**config.mk**
```make
export PLATFORM = sky130hd
export DESIGN_NAME = uart_tx_queue
export DESIGN_NICKNAME = d
export VERILOG_FILES = /design/src/rtl/uart_tx_queue.sv
export SDC_FILE = /design/constraint.sdc
export NUM_CORES = 1
export LEC_CHECK = 0
export BUFFER_PORTS_ARGS = -buffer_cell sky130_fd_sc_hd__buf_2
export CAP_MARGIN = 0
export CORE_MARGIN = 4
export CORE_UTILIZATION = 45
export CTS_CLUSTER_SIZE = 24
export DETAILED_ROUTE_END_ITERATION = 6
export GPL_ROUTABILITY_DRIVEN = 0
export PLACE_DENSITY_LB_ADDON = 0.3
export SETUP_SLACK_MARGIN = 0.1
export SLEW_MARGIN = 10
export SYNTH_ARGS = -nofsm -noshare
export SYNTH_HDL_FRONTEND = slang
export SYNTH_SLANG_ARGS = --single-unit
export TNS_END_PERCENT = 1
```
**constraint.sdc**
```tcl
create_clock -name clk -period 4.4 [get_ports clk]
set_input_delay 0 -clock clk [delete_from_list [all_inputs] [get_ports clk]]
set_output_delay 0 -clock clk [all_outputs]
set_load 0.05 [all_outputs]
```
**src/rtl/uart_tx_queue.sv**
```systemverilog
// Byte FIFO feeding a UART transmitter through a four-state start/handshake
// sequencer. The producer pushes bytes with wr_en. The sequencer pops one byte
// per frame and strobes transmit. It then follows tx_free low (frame accepted)
// and high again (frame done) before it may issue the next byte.
module uart_tx_queue #(
  parameter int DEPTH_LOG2 = 4
) (
  input  logic                  clk,
  input  logic                  rst,
  input  logic                  wr_en,
  input  logic [7:0]            wr_data,
  input  logic                  flush,
  output logic                  full,
  output logic                  empty,
  output logic [DEPTH_LOG2:0]   level,
  output logic                  overflow,
  output logic                  transmit,
  output logic [7:0]            tx_byte,
  input  logic                  tx_free
);

  localparam int DEPTH = 2 ** DEPTH_LOG2;
  localparam logic [DEPTH_LOG2-1:0] PTR_ONE   = DEPTH_LOG2'(1);
  localparam logic [DEPTH_LOG2:0]   LVL_ONE   = (DEPTH_LOG2+1)'(1);
  localparam logic [DEPTH_LOG2:0]   LVL_DEPTH = (DEPTH_LOG2+1)'(DEPTH);

  typedef enum logic [1:0] {
    IDLE        = 2'd0,
    ISSUE       = 2'd1,
    WAIT_ACCEPT = 2'd2,
    WAIT_DONE   = 2'd3
  } state_e;

  state_e                 state_q, state_d;
  logic [DEPTH_LOG2-1:0]  wr_ptr_q, wr_ptr_d;
  logic [DEPTH_LOG2-1:0]  rd_ptr_q, rd_ptr_d;
  logic [DEPTH_LOG2:0]    level_q, level_d;
  logic                   overflow_q, overflow_d;
  logic [7:0]             tx_byte_q, tx_byte_d;
  logic [7:0]             mem [DEPTH];
  logic                   pop, push;

  // Status flags come only from the registered occupancy, never from wr_en.
  assign full     = (level_q == LVL_DEPTH);
  assign empty    = (level_q == '0);
  assign level    = level_q;
  assign overflow = overflow_q;
  assign transmit = (state_q == ISSUE);
  assign tx_byte  = tx_byte_q;

  // Sequencer next state. A pop happens only on the IDLE -> ISSUE transition.
  always_comb begin
    // NOTE: every signal gets a default before the case, so no path through
    // the case can leave a signal unassigned and infer a latch.
    state_d = state_q;
    pop     = 1'b0;
    case (state_q)
      IDLE: begin
        if (!empty && tx_free && !flush) begin
          pop     = 1'b1;
          state_d = ISSUE;
        end
      end
      ISSUE:       state_d = WAIT_ACCEPT;
      WAIT_ACCEPT: if (!tx_free) state_d = WAIT_DONE;
      WAIT_DONE:   if (tx_free)  state_d = IDLE;
      default:     state_d = IDLE;
    endcase
  end

  // FIFO pointer, occupancy and overflow next state. Flush overrides both
  // the write and the pop.
  always_comb begin
    push       = wr_en && !flush && (!full || pop);
    overflow_d = wr_en && !flush && full && !pop;
    wr_ptr_d   = wr_ptr_q;
    rd_ptr_d   = rd_ptr_q;
    level_d    = level_q;
    tx_byte_d  = pop ? mem[rd_ptr_q] : tx_byte_q;
    if (flush) begin
      wr_ptr_d = '0;
      rd_ptr_d = '0;
      level_d  = '0;
    end else begin
      if (push) wr_ptr_d = wr_ptr_q + PTR_ONE;
      if (pop)  rd_ptr_d = rd_ptr_q + PTR_ONE;
      case ({push, pop})
        2'b10:   level_d = level_q + LVL_ONE;
        2'b01:   level_d = level_q - LVL_ONE;
        default: level_d = level_q;
      endcase
    end
  end

  // Control and status registers with asynchronous reset.
  always_ff @(posedge clk or posedge rst) begin
    if (rst) begin
      // NOTE: sequential state uses non-blocking assignments so every
      // register samples its pre-edge value regardless of statement order.
      state_q    <= IDLE;
      wr_ptr_q   <= '0;
      rd_ptr_q   <= '0;
      level_q    <= '0;
      overflow_q <= 1'b0;
      tx_byte_q  <= 8'h00;
    end else begin
      state_q    <= state_d;
      wr_ptr_q   <= wr_ptr_d;
      rd_ptr_q   <= rd_ptr_d;
      level_q    <= level_d;
      overflow_q <= overflow_d;
      tx_byte_q  <= tx_byte_d;
    end
  end

  // Byte storage written at the write pointer.
  // NOTE: the memory has no reset. Its contents are only meaningful between
  // the pointers, and a reset here would prevent RAM inference.
  always_ff @(posedge clk) begin
    if (push) mem[wr_ptr_q] <= wr_data;
  end

endmodule

```
==> out/summary.txt, run 1 <==
Status: complete, no violations
FMAX: 345 MHz
TritonCTS Buffers: 17
Worst rel slew slack: 26.1%
DRC viols: 0
Post-placement cell area: 6730 um2
FP Rows: 43
Final instance area: 7370 um2
Ports: 30
Vias: 3,340
Clock sinks: 152
CP delay by family, top: compound AO/OA/AOI/OAI gates
Initial antenna violation count: 0
Tightest Pin Transition: 1.11 ns
Worst Path Required: 4.70 ns
Initial core utilization: 46.1%
Pwr Total: 3900 uW
Synthesized instance count: 365
Yosys reg bits: 152
Pin count of the biggest net entering global routing: 34
Vias in the first global route: 3,368
Top cell by count, worst path: ha_1
First-pass GRT wire length: 19.6 mm
WP buf/inv: 1
Cell Pwr Density: 530 nW/um2
Ys Warns: 0
Leak: 0.00253 uW
Detailed Route WL: 12.3 mm
CTS max path bufs: 2
Setup TNS: 0 ns
Worst Path Class, Setup: register to register
Seq/Total Area, Yosys: 69.2%
CP endpoint kind: register
Nature of the critical path startpoint: register
CTS HTree Levels: 4
Antenna Nets Post-Route: 0
Ys async rst share: 15.8%
Top FF cell, synth: edfxtp_1
Final Critical Period: 2.89 ns
Cts repair resizes: 0
Layout cell share with drive strength beyond 1: 23.3%
Gr usage total: 16.3%
IO Port Bufs: 29
Cell area after synthesis: 6420 um2
Finished Core Util: 52.9%
Pins Over Slew Limit: 0
CTS clock-pin slew for the worst setup and hold paths: 0.06 ns
FF-to-FF path depth: 10
DIE WIDTH: 127 um
Post-DP HPWL: 7.74 mm
Ant. Diodes: 0
Tcrit/Tclk final: 65.8%
Worst-Skew Late Latency: 0.42 ns
EDFF count, synth: 128
Final hold violation count: 0
Distinct cells, synth: 53
Vias per Instance: 5.56
Drt pass-1 iters: 4
Worst path slowest cell: dfrtp_1
Area Overhead vs Synth: 14.7%
Die H: 127 um
Post-Syn Area per Cell: 17.6 um2
Max cap viols: 0
Skew final: 0.00939 ns
Reg-to-Reg End: level[2]$_DFFE_PP0P_
Setup Viol. Count Final: 0
Max VDD drop: 0.262 mV
Initial drt markers: 230
Dpl cells: 557
Core Box Area: 13,900 um2
Worst-path cell chain: inv_1, ha_1, and4bb_2, a21boi_1, xor2_1, ha_1, nor2b_1, a2bb2oi_1, a22oi_1, mux2_1
R2r setup slk: 1.51 ns
Critical Path AT: 3.19 ns
Fin nets: 433
Die ar.: 16,300 um2
Wire length per cell: 20.5 um
CP max FO: 9
Grt ovf: 0
Non-Filler Instances: 601
Max incr delay on CP: 0.42 ns
Syn_nets: 390
Reg-to-Reg Start: state_q[0]$_DFFE_PP0P_
RSZ-0062 raised after global routing: no
Root Buffer: clkbuf_16
Filler cells: 1,122
CTS tree: done
Min-delay worst type: primary input to async pin
Yosys cell counts, types with 3 or more instances:
cell / count / area share, %
a21oi_1: 5 / 0.39
xor2_1: 3 / 0.41
o221ai_1: 8 / 1.1
nor2b_1: 3 / 0.29
mux2i_1: 20 / 3.1
mux4_2: 32 / 11
buf_2: 9 / 0.70
edfxtp_1: 128 / 60
a31oi_1: 4 / 0.39
nor2_1: 15 / 0.88
nor3_1: 4 / 0.31
nand2_1: 11 / 0.64
inv_1: 12 / 0.70
ha_1: 12 / 2.3
o21ai_0: 5 / 0.39
dfrtp_1: 24 / 9.3
and3_1: 3 / 0.29
nand2b_1: 3 / 0.29
clkbuf_1: 8 / 0.47
o211ai_1: 3 / 0.35
and2_1: 13 / 1.3
sequential cells by signal, summed over array words and instances, names as in the netlist:
register	count
rd_ptr_q	4
wr_ptr_q	4
level	5
overflow	1
mem	128
tx_byte	8
state_q	2
power by group:
part | total (uW) | leakage, uW | switching [uW] | internal [uW]
Clock | 1280 | 0.000249 | 558 | 725
Combinational | 866 | 0.000819 | 553 | 313
Sequential | 1750 | 0.00147 | 111 | 1640
Total | 3900 | 0.00253 | 1220 | 2680
tightest hold or removal path: stages:
cell and delay [ns]:
dlygate4sd3_1 0.53, buf_2 0.12, inv_1 0.74
kinds of logic after synthesis:
| family | share of synthesized area [%] |
|---|---|
| compound gates | 4.69 |
| flops | 69.2 |
| buf+inv | 2.01 |
| fa+ha+maj | 2.34 |
| simple gates | 6.21 |
| mux | 15.0 |
| xor+xnor | 0.545 |
layout make-up:
cell class                      count  area [um2]  share of cell area, %
Sequential cell                   152        4450                   60.4
Timing Repair Buffer               42         273                   3.70
Multi-Input combinational cell    182        1850                   25.1
Tap cell                          180         225                   3.06
Inverter                           13        48.8                  0.662
Clock inverter                     10        77.6                   1.05
Clock buffer                       22         444                   6.03
repair_timing:
| item | in CTS | in global routing |
|---|---|---|
| hold buffers | 12 | 0 |
| hold endpoints to repair | 157 | 0 |
| setup buffers | 0 | 0 |
metrics by stage:
| stage | worst slack, ns | hold WS [ns] |
|---|---|---|
| finish | 1.51 | 0.377 |
| global route | 1.15 | 0.434 |
| CTS | 1.47 | 0.391 |
| detailed placement | 1.48 | 0.287 |
| global placement | 1.65 | 0.275 |
| floorplan | 1.71 | 0.0146 |
how the worst max path moves through the flow:
stage	depth (start not counted)	end	slack, ns	startpoint
3_5_place_dp	6	mem[9][3]$_DFFE_PP_	1.48	state_q[0]$_DFFE_PP0P_
5_1_grt	6	mem[9][3]$_DFFE_PP_	1.15	state_q[0]$_DFFE_PP0P_
3_3_place_gp	6	mem[9][4]$_DFFE_PP_	1.65	state_q[0]$_DFFE_PP0P_
6_report	10	level[2]$_DFFE_PP0P_	1.51	state_q[0]$_DFFE_PP0P_
4_1_cts	6	mem[9][4]$_DFFE_PP_	1.47	state_q[0]$_DFFE_PP0P_
2_1_floorplan	9	level[4]$_DFFE_PP0P_	1.71	level[1]$_DFFE_PP0P_
layer usage:
metal	vias to the layer above	global-route usage, %	share of wire, %
met4	0	4.73	1.0
met1	1706	22.4	44
met2	83	25.5	49
met5	-	0	0
met3	13	4.89	5.8
li1	1538	-	-
cells in the final DEF (no fill, tap or decap), types with 3 or more instances in the layout:
cell	n
edfxtp_1	128
o21ai_0	5
dlygate4sd3_1	12
a21oi_1	5
buf_2	29
mux2i_1	20
xor2_1	3
dfrtp_1	22
clkbuf_16	17
a31oi_1	4
nor3_1	4
clkinv_4	4
o211ai_1	3
inv_1	12
nand2b_1	3
nor2_1	15
and2_1	13
nand2_1	11
and3_1	3
nor2b_1	3
clkbuf_1	5
ha_1	12
mux4_2	32
o221ai_1	8
No activity file was read; power rests on OpenSTA's default activity.
==> run 2, diff against run 1 <==
==> constraint.sdc (replaced) <==
create_clock -name clk -period 2.5 [get_ports clk]
set_input_delay 0 -clock clk [delete_from_list [all_inputs] [get_ports clk]]
set_output_delay 0 -clock clk [all_outputs]
set_load 0.05 [all_outputs]
==> run 2 against run 1 <==
Against the previous run:
- first-iteration DRC count grew 26%
- power grew 93%
- routed wire length grew 2.5%
- sequential power grew 74%
- clock skew shrank 0.0031 ns
- global-route usage grew 0.23 points
- critical path depth is the same
==> out/summary.txt, run 2 (same netlist as run 1, synthesis figures left out) <==
FF-to-FF path depth: 10 (unchanged)
Tightest Pin Transition: 0.939 ns (-0.171 ns)
Ant. Diodes: 0 (unchanged)
Pwr Total: 7540 uW (+93%)
Setup Viol. Count Final: 0 (unchanged)
Worst-Skew Late Latency: 0.41 ns (about the same)
Largest Register: mem
Initial antenna violation count: 0 (unchanged)
Comb pwr share: 24.3% (+2.1 points)
Non-Filler Instances: 630 (+4.8%)
Most frequent cells in the layout: edfxtp_1 (128), mux4_2 (32), buf_2 (29)
Finished Core Util: 55.8% (+2.9 points)
Root Buffer: clkbuf_16
Vias: 3,470 (+3.9%)
Critical Path AT: 2.67 ns (-0.52 ns)
CTS max path bufs: 2 (unchanged)
Detailed Route WL: 12.6 mm (+2.5%)
CP endpoint kind: register
Reg-to-Reg End: level[2]$_DFFE_PP0P_
Die H: 127 um (unchanged)
Tcrit/Tclk final: 94.8% (+29 points)
TritonCTS Buffers: 17 (unchanged)
Wire length per cell: 20.0 um (-2.2%)
Clock power frac: 35.4% (+2.5 points)
Fin nets: 462 (+6.7%)
Nature of the critical path startpoint: register
P_sw: 2240 uW (+84%)
Reg-to-Reg Start: state_q[0]$_DFFE_PP0P_
Crit path from: state_q[0]$_DFFE_PP0P_
GR Layer Usage met1: 23.7% (+1.3 points)
FP Rows: 43 (unchanged)
Routing usage on met2: 25.1% (-0.40 points)
First-pass GRT wire length: 19.8 mm (+1.1%)
CTS tree: done
Pin count of the biggest net entering global routing: 34 (unchanged)
Clock sinks: 152 (unchanged)
DRC viols: 0 (unchanged)
Worst rel slew slack: 37.4% (+11 points)
Area Overhead vs Synth: 21.0%
Max incr delay on CP: 0.40 ns (-0.02 ns)
Die ar.: 16,300 um2 (unchanged)
Status: complete, no violations
Vias per Instance: 5.51 (-0.89%)
Worst Path Required: 2.80 ns (-1.90 ns)
Max VDD drop: 0.715 mV (+170%)
GRT Max-Usage Layer: met2
Layout cell share with drive strength beyond 1: 32.2% (+8.9 points)
Gr usage total: 16.5% (+0.23 points)
CTS HTree Levels: 4 (unchanged)
Leak: 0.00273 uW (+7.6%)
DIE WIDTH: 127 um (unchanged)
Grt ovf: 0 (unchanged)
Setup TNS: 0 ns (unchanged)
Dpl cells: 577 (+3.6%)
Pins Over Slew Limit: 0 (unchanged)
Worst Path Class, Setup: register to register
Skew final: 0.00633 ns (-0.00307 ns)
Met3 Usage GRT: 4.01% (-0.88 points)
Core Box Area: 13,900 um2 (unchanged)
FMAX: 422 MHz (+22%)
Final hold violation count: 0 (unchanged)
CP max FO: 8 (-1)
Largest register FFs: 128 (unchanged)
Ports: 30 (unchanged)
CTS clock-pin slew for the worst setup and hold paths: 0.06 ns (about the same)
Initial core utilization: 46.1% (unchanged)
Cell Int Power: 5300 uW (+98%)
RSZ-0062 raised after global routing: yes
Worst-path cell chain: inv_2, ha_4, and4bb_2, a21boi_4, xor2_1, ha_2, inv_1, a2bb2oi_2, a22oi_2, mux2_4
Post-DP HPWL: 8.14 mm (+5.1%)
Drt pass-1 iters: 4 (unchanged)
Min-delay worst type: primary input to async pin
Cell Pwr Density: 969 nW/um2 (+83%)
Initial drt markers: 290 (+26%)
R2r setup slk: 0.13 ns (-1.37 ns)
Sequential Power Share: 40.3% (-4.6 points)
Antenna Nets Post-Route: 0 (unchanged)
Max cap viols: 0 (unchanged)
Final Critical Period: 2.37 ns (-0.526 ns)
Vias in the first global route: 3,509 (+4.2%)
IO Port Bufs: 29 (unchanged)
Switching portion of total power: 29.7% (-1.6 points)
Commonest non-fill, non-tap cell in the layout: edfxtp_1
Worst path slowest cell: dfrtp_1
==> run 2: changes by cell type in the layout (fill, tap and decap cells not counted), sizes merged <==
cell,change
buf,+29
bufinv,+4
clkbuf,-4
clkinv,-3
inv,+2
clkinvlp,+1
==> run 2: metal layers <==
metal	part of all wire, %	up-vias	wire [um]
li1	-	1599	-
met1	46	1779	5830
met2	48	80	6100
met3	4.2	12	525
met4	1.2	0	146
met5	0	-	0
==> run 2: final cells by class <==
class                      instances  area [um2]
multi-input combinational        182        1910
tap                              180         225
timing repair buffer              71         515
sequential                       152        4450
clock buffer                      18         429
fill                            1068        6160
inverter                          13        48.8
clock inverter                    14         194
==> run 2: power groups by stage <==
stage	logic (uW)	clock network, uW	registers (uW)
finish	1830	2670	3040
global route	1980	2860	3060
CTS	1750	2720	3030
detailed placement	1680	0	3100
global placement	1670	0	3090
floorplan	1030	0	3330
==> run 2: what timing repair did <==
item	4_1_cts	5_1_grt
pin swaps	2	4
setup endpoints to repair	2	18
setup buffers	2	7
hold buffers	12	0
hold endpoints to repair	142	0
resized for setup	2	6
==> run 2: critical path: cells and delay by family, from the launching register on <==
family                   cells  cell delay (ns)
AO/OA/AOI/OAI                3             0.51
XOR/XNOR                     1             0.18
adder cells (fa/ha/maj)      2             0.43
buffers and inverters        2             0.17
flip-flops                   1             0.40
multiplexers                 1             0.31
AND/OR/NAND/NOR              1             0.26
==> run 2: worst max path at each step <==
| stage | endpoint | slack, ns | cells after the start |
|---|---|---|---|
| 5_1_grt | level[2]$_DFFE_PP0P_ | 0.02 | 10 |
| 2_1_floorplan | level[4]$_DFFE_PP0P_ | 0.10 | 8 |
| 4_1_cts | level[2]$_DFFE_PP0P_ | 0.12 | 10 |
| 6_report | level[2]$_DFFE_PP0P_ | 0.13 | 10 |
| 3_5_place_dp | level[4]$_DFFE_PP0P_ | 0.04 | 10 |
| 3_3_place_gp | level[2]$_DFFE_PP0P_ | 0.17 | 10 |
==> run 2: per-stage QoR <==
stage / setup WS [ns] / hold slack (ns) / cell area (um2)
finish: 0.131 / 0.338 / 7780
global route: 0.0152 / 0.396 / 7780
CTS: 0.115 / 0.353 / 7700
detailed placement: 0.0381 / 0.252 / 6940
global placement: 0.167 / 0.248 / 6940
floorplan: 0.102 / 0.0143 / 6470
==> run 3, diff against run 2 <==
--- a/config.mk
+++ b/config.mk
@@ -7,6 +7,7 @@
 export LEC_CHECK = 0
 export BUFFER_PORTS_ARGS = -buffer_cell sky130_fd_sc_hd__buf_2
 export CAP_MARGIN = 0
+export CORE_ASPECT_RATIO = 1.75
 export CORE_MARGIN = 4
 export CORE_UTILIZATION = 45
 export CTS_CLUSTER_SIZE = 24
==> run 3 against run 2 <==
Against the previous run:
- count of clock-buffer cells in the layout rose by 1
- clock skew rose by 0.0041 ns
- maximum frequency fell by 1.0%
- non-clock buffer count rose by 7
- clock power barely moved
- power fell by 0.43%
- cell count rose by 0.63%
- sequential share of layout area fell by 0.81 points
- die area rose by 0.46%
- highest routed layer unchanged
==> out/summary.txt, run 3 (same netlist as run 1, synthesis figures left out) <==
Status: complete, no violations
Initial core utilization: 46.0% (-0.14 points)
RSZ-0062 raised after global routing: yes
Initial drt markers: 265 (-8.6%)
Drt pass-1 iters: 4 (unchanged)
Pin count of the biggest net entering global routing: 34 (unchanged)
CTS HTree Levels: 4 (unchanged)
Vias: 3,544 (+2.1%)
FP Rows: 57 (+33%)
Storage element area: 4450 um2 (unchanged)
CTS max path bufs: 2 (unchanged)
TritonCTS Buffers: 17 (unchanged)
Detailed Route WL: 13.6 mm (+7.5%)
CTS clock-pin slew for the worst setup and hold paths: 0.06 ns (about the same)
Filler cells: 1,083 (+1.4%)
DRC viols: 0 (unchanged)
Vias per Instance: 5.59 (+1.5%)
Placement Setup Slack: 0.0119 ns (-0.0261 ns)
Nature of the critical path startpoint: register
Post-placement cell area: 7100 um2 (+2.3%)
Worst-Skew Late Latency: 0.42 ns (about the same)
DIE WIDTH: 98.3 um (-23%)
Grt ovf: 0 (unchanged)
Max VDD drop: 0.506 mV (-29%)
Root Buffer: clkbuf_16
Multi-input gate area: 1890 um2 (-1.2%)
IO Port Bufs: 29 (unchanged)
Gr usage total: 17.6% (+1.0 points)
Largest register FFs: 128 (unchanged)
Wire length per cell: 21.4 um (+6.9%)
Area Overhead vs Synth: 22.8%
Layout cell share with drive strength beyond 1: 32.8% (+0.60 points)
Pins Over Slew Limit: 0 (unchanged)
Final Critical Period: 2.39 ns (+0.0249 ns)
Leak: 0.00279 uW (+2.5%)
Setup Viol. Count Final: 0 (unchanged)
Worst Path Required: 2.80 ns (about the same)
Commonest non-fill, non-tap cell in the layout: edfxtp_1
Most frequent cells in the layout: edfxtp_1 (128), mux4_2 (32), buf_2 (29)
Final hold violation count: 0 (unchanged)
Die H: 166 um (+30%)
First-pass GRT wire length: 21.5 mm (+8.6%)
Initial antenna violation count: 0 (unchanged)
Cell Pwr Density: 952 nW/um2 (-1.8%)
Core Box Area: 14,000 um2 (+0.31%)
Ant. Diodes: 0 (unchanged)
Largest Register: mem
FMAX: 418 MHz (-1.0%)
Min-delay worst type: primary input to async pin
CP max FO: 5 (-3)
Pwr Total: 7510 uW (-0.43%)
Die ar.: 16,300 um2 (+0.46%)
Worst Path Class, Setup: register to register
Setup TNS: 0 ns (unchanged)
Final instance area: 7890 um2 (+1.4%)
CP endpoint kind: register
Tightest Pin Transition: 0.744 ns (-0.195 ns)
Max cap viols: 0 (unchanged)
Post-DP HPWL: 9.20 mm (+13%)
Ports: 30 (unchanged)
Antenna Nets Post-Route: 0 (unchanged)
Tcrit/Tclk final: 95.7% (+0.99 points)
Skew final: 0.0105 ns (+0.00413 ns)
Vias in the first global route: 3,882 (+11%)
Worst Setup Slack, final: 0.106 ns (-0.0249 ns)
Fin nets: 469 (+1.5%)
CTS tree: done
Clock sinks: 152 (unchanged)
Critical Path AT: 2.69 ns (+0.02 ns)
Worst rel slew slack: 50.4% (+13 points)
FF-to-FF path depth: 10 (unchanged)
run 3: changes by cell type in the layout (fill, tap and decap cells not counted), moves of 2 or more:
cell	before	now
buf_12	2	9
clkinv_4	1	4
clkbuf_8	0	2
clkinv_1	3	1
clkinv_2	0	2
inv_6	4	2
run 3: stage by stage:
stage          utilization [%]  hold WS (ns)  cells
6_report                  56.4        0.0605    634
4_1_cts                   56.4        0.0565    634
3_5_place_dp              50.8       -0.0514    584
3_3_place_gp              50.8       -0.0602    584
5_1_grt                   56.4        0.0672    634
2_1_floorplan                -        0.0143    365
run 3: repair_timing:
| action | CTS | global route |
|---|---|---|
| gates resized for setup | 0 | 3 |
| endpoints found under the setup margin | 34 | 34 |
| buffers inserted | 6 | 0 |
| pin swaps | 4 | 0 |
| hold buffers | 12 | 0 |
| endpoints found under the hold margin | 155 | 0 |
run 3: report_power, final:
| part | leakage [uW] | total [uW] | internal (uW) | switching, uW |
|---|---|---|---|---|
| sequential | 0.00146 | 3040 | 2900 | 142 |
| combinational | 0.00103 | 1830 | 706 | 1120 |
| clock | 0.000300 | 2640 | 1630 | 1010 |
| total | 0.00279 | 7510 | 5230 | 2270 |
run 3: final timing paths:
path | slack, ns | start | endpoint
max | 0.11 | state_q[1]$_DFFE_PP0P_ | level[2]$_DFFE_PP0P_
min | 0.06 | rst | wr_ptr_q[2]$_DFFE_PP0P_
max reg2reg | 0.11 | state_q[1]$_DFFE_PP0P_ | level[2]$_DFFE_PP0P_
min reg2reg | 0.51 | tx_byte[6]$_DFFE_PP0N_ | tx_byte[6]$_DFFE_PP0N_
max in group asynchronous | 1.84 | rst | level[4]$_DFFE_PP0P_
min in group clk | 0.40 | tx_free | state_q[0]$_DFFE_PP0P_
run 3: per-layer routing:
layer,global-route usage (%),vias to the layer above,wire [um]
li1,-,1608,-
met1,19.3,1818,4870
met2,32.2,99,7790
met3,3.70,19,543
met4,7.55,0,347
met5,0,-,0
run 3: critical path, stage by stage (launching register included):
cell and delay [ns]:
dfrtp_1 0.40, inv_2 0.08, ha_4 0.15, and4bb_2 0.24, a21boi_4 0.19, xor2_1 0.19
ha_2 0.25, nor2b_1 0.14, a2bb2oi_1 0.07, a22oi_1 0.21, mux2_1 0.35
run 3: layout make-up:
type                            count  share of cell area [%]
Timing Repair Buffer               78                    8.31
Sequential cell                   152                    56.4
Tap cell                          177                    2.81
Clock inverter                     13                    2.13
Clock buffer                       19                    5.74
Multi-Input combinational cell    182                    24.0
Inverter                           13                   0.619
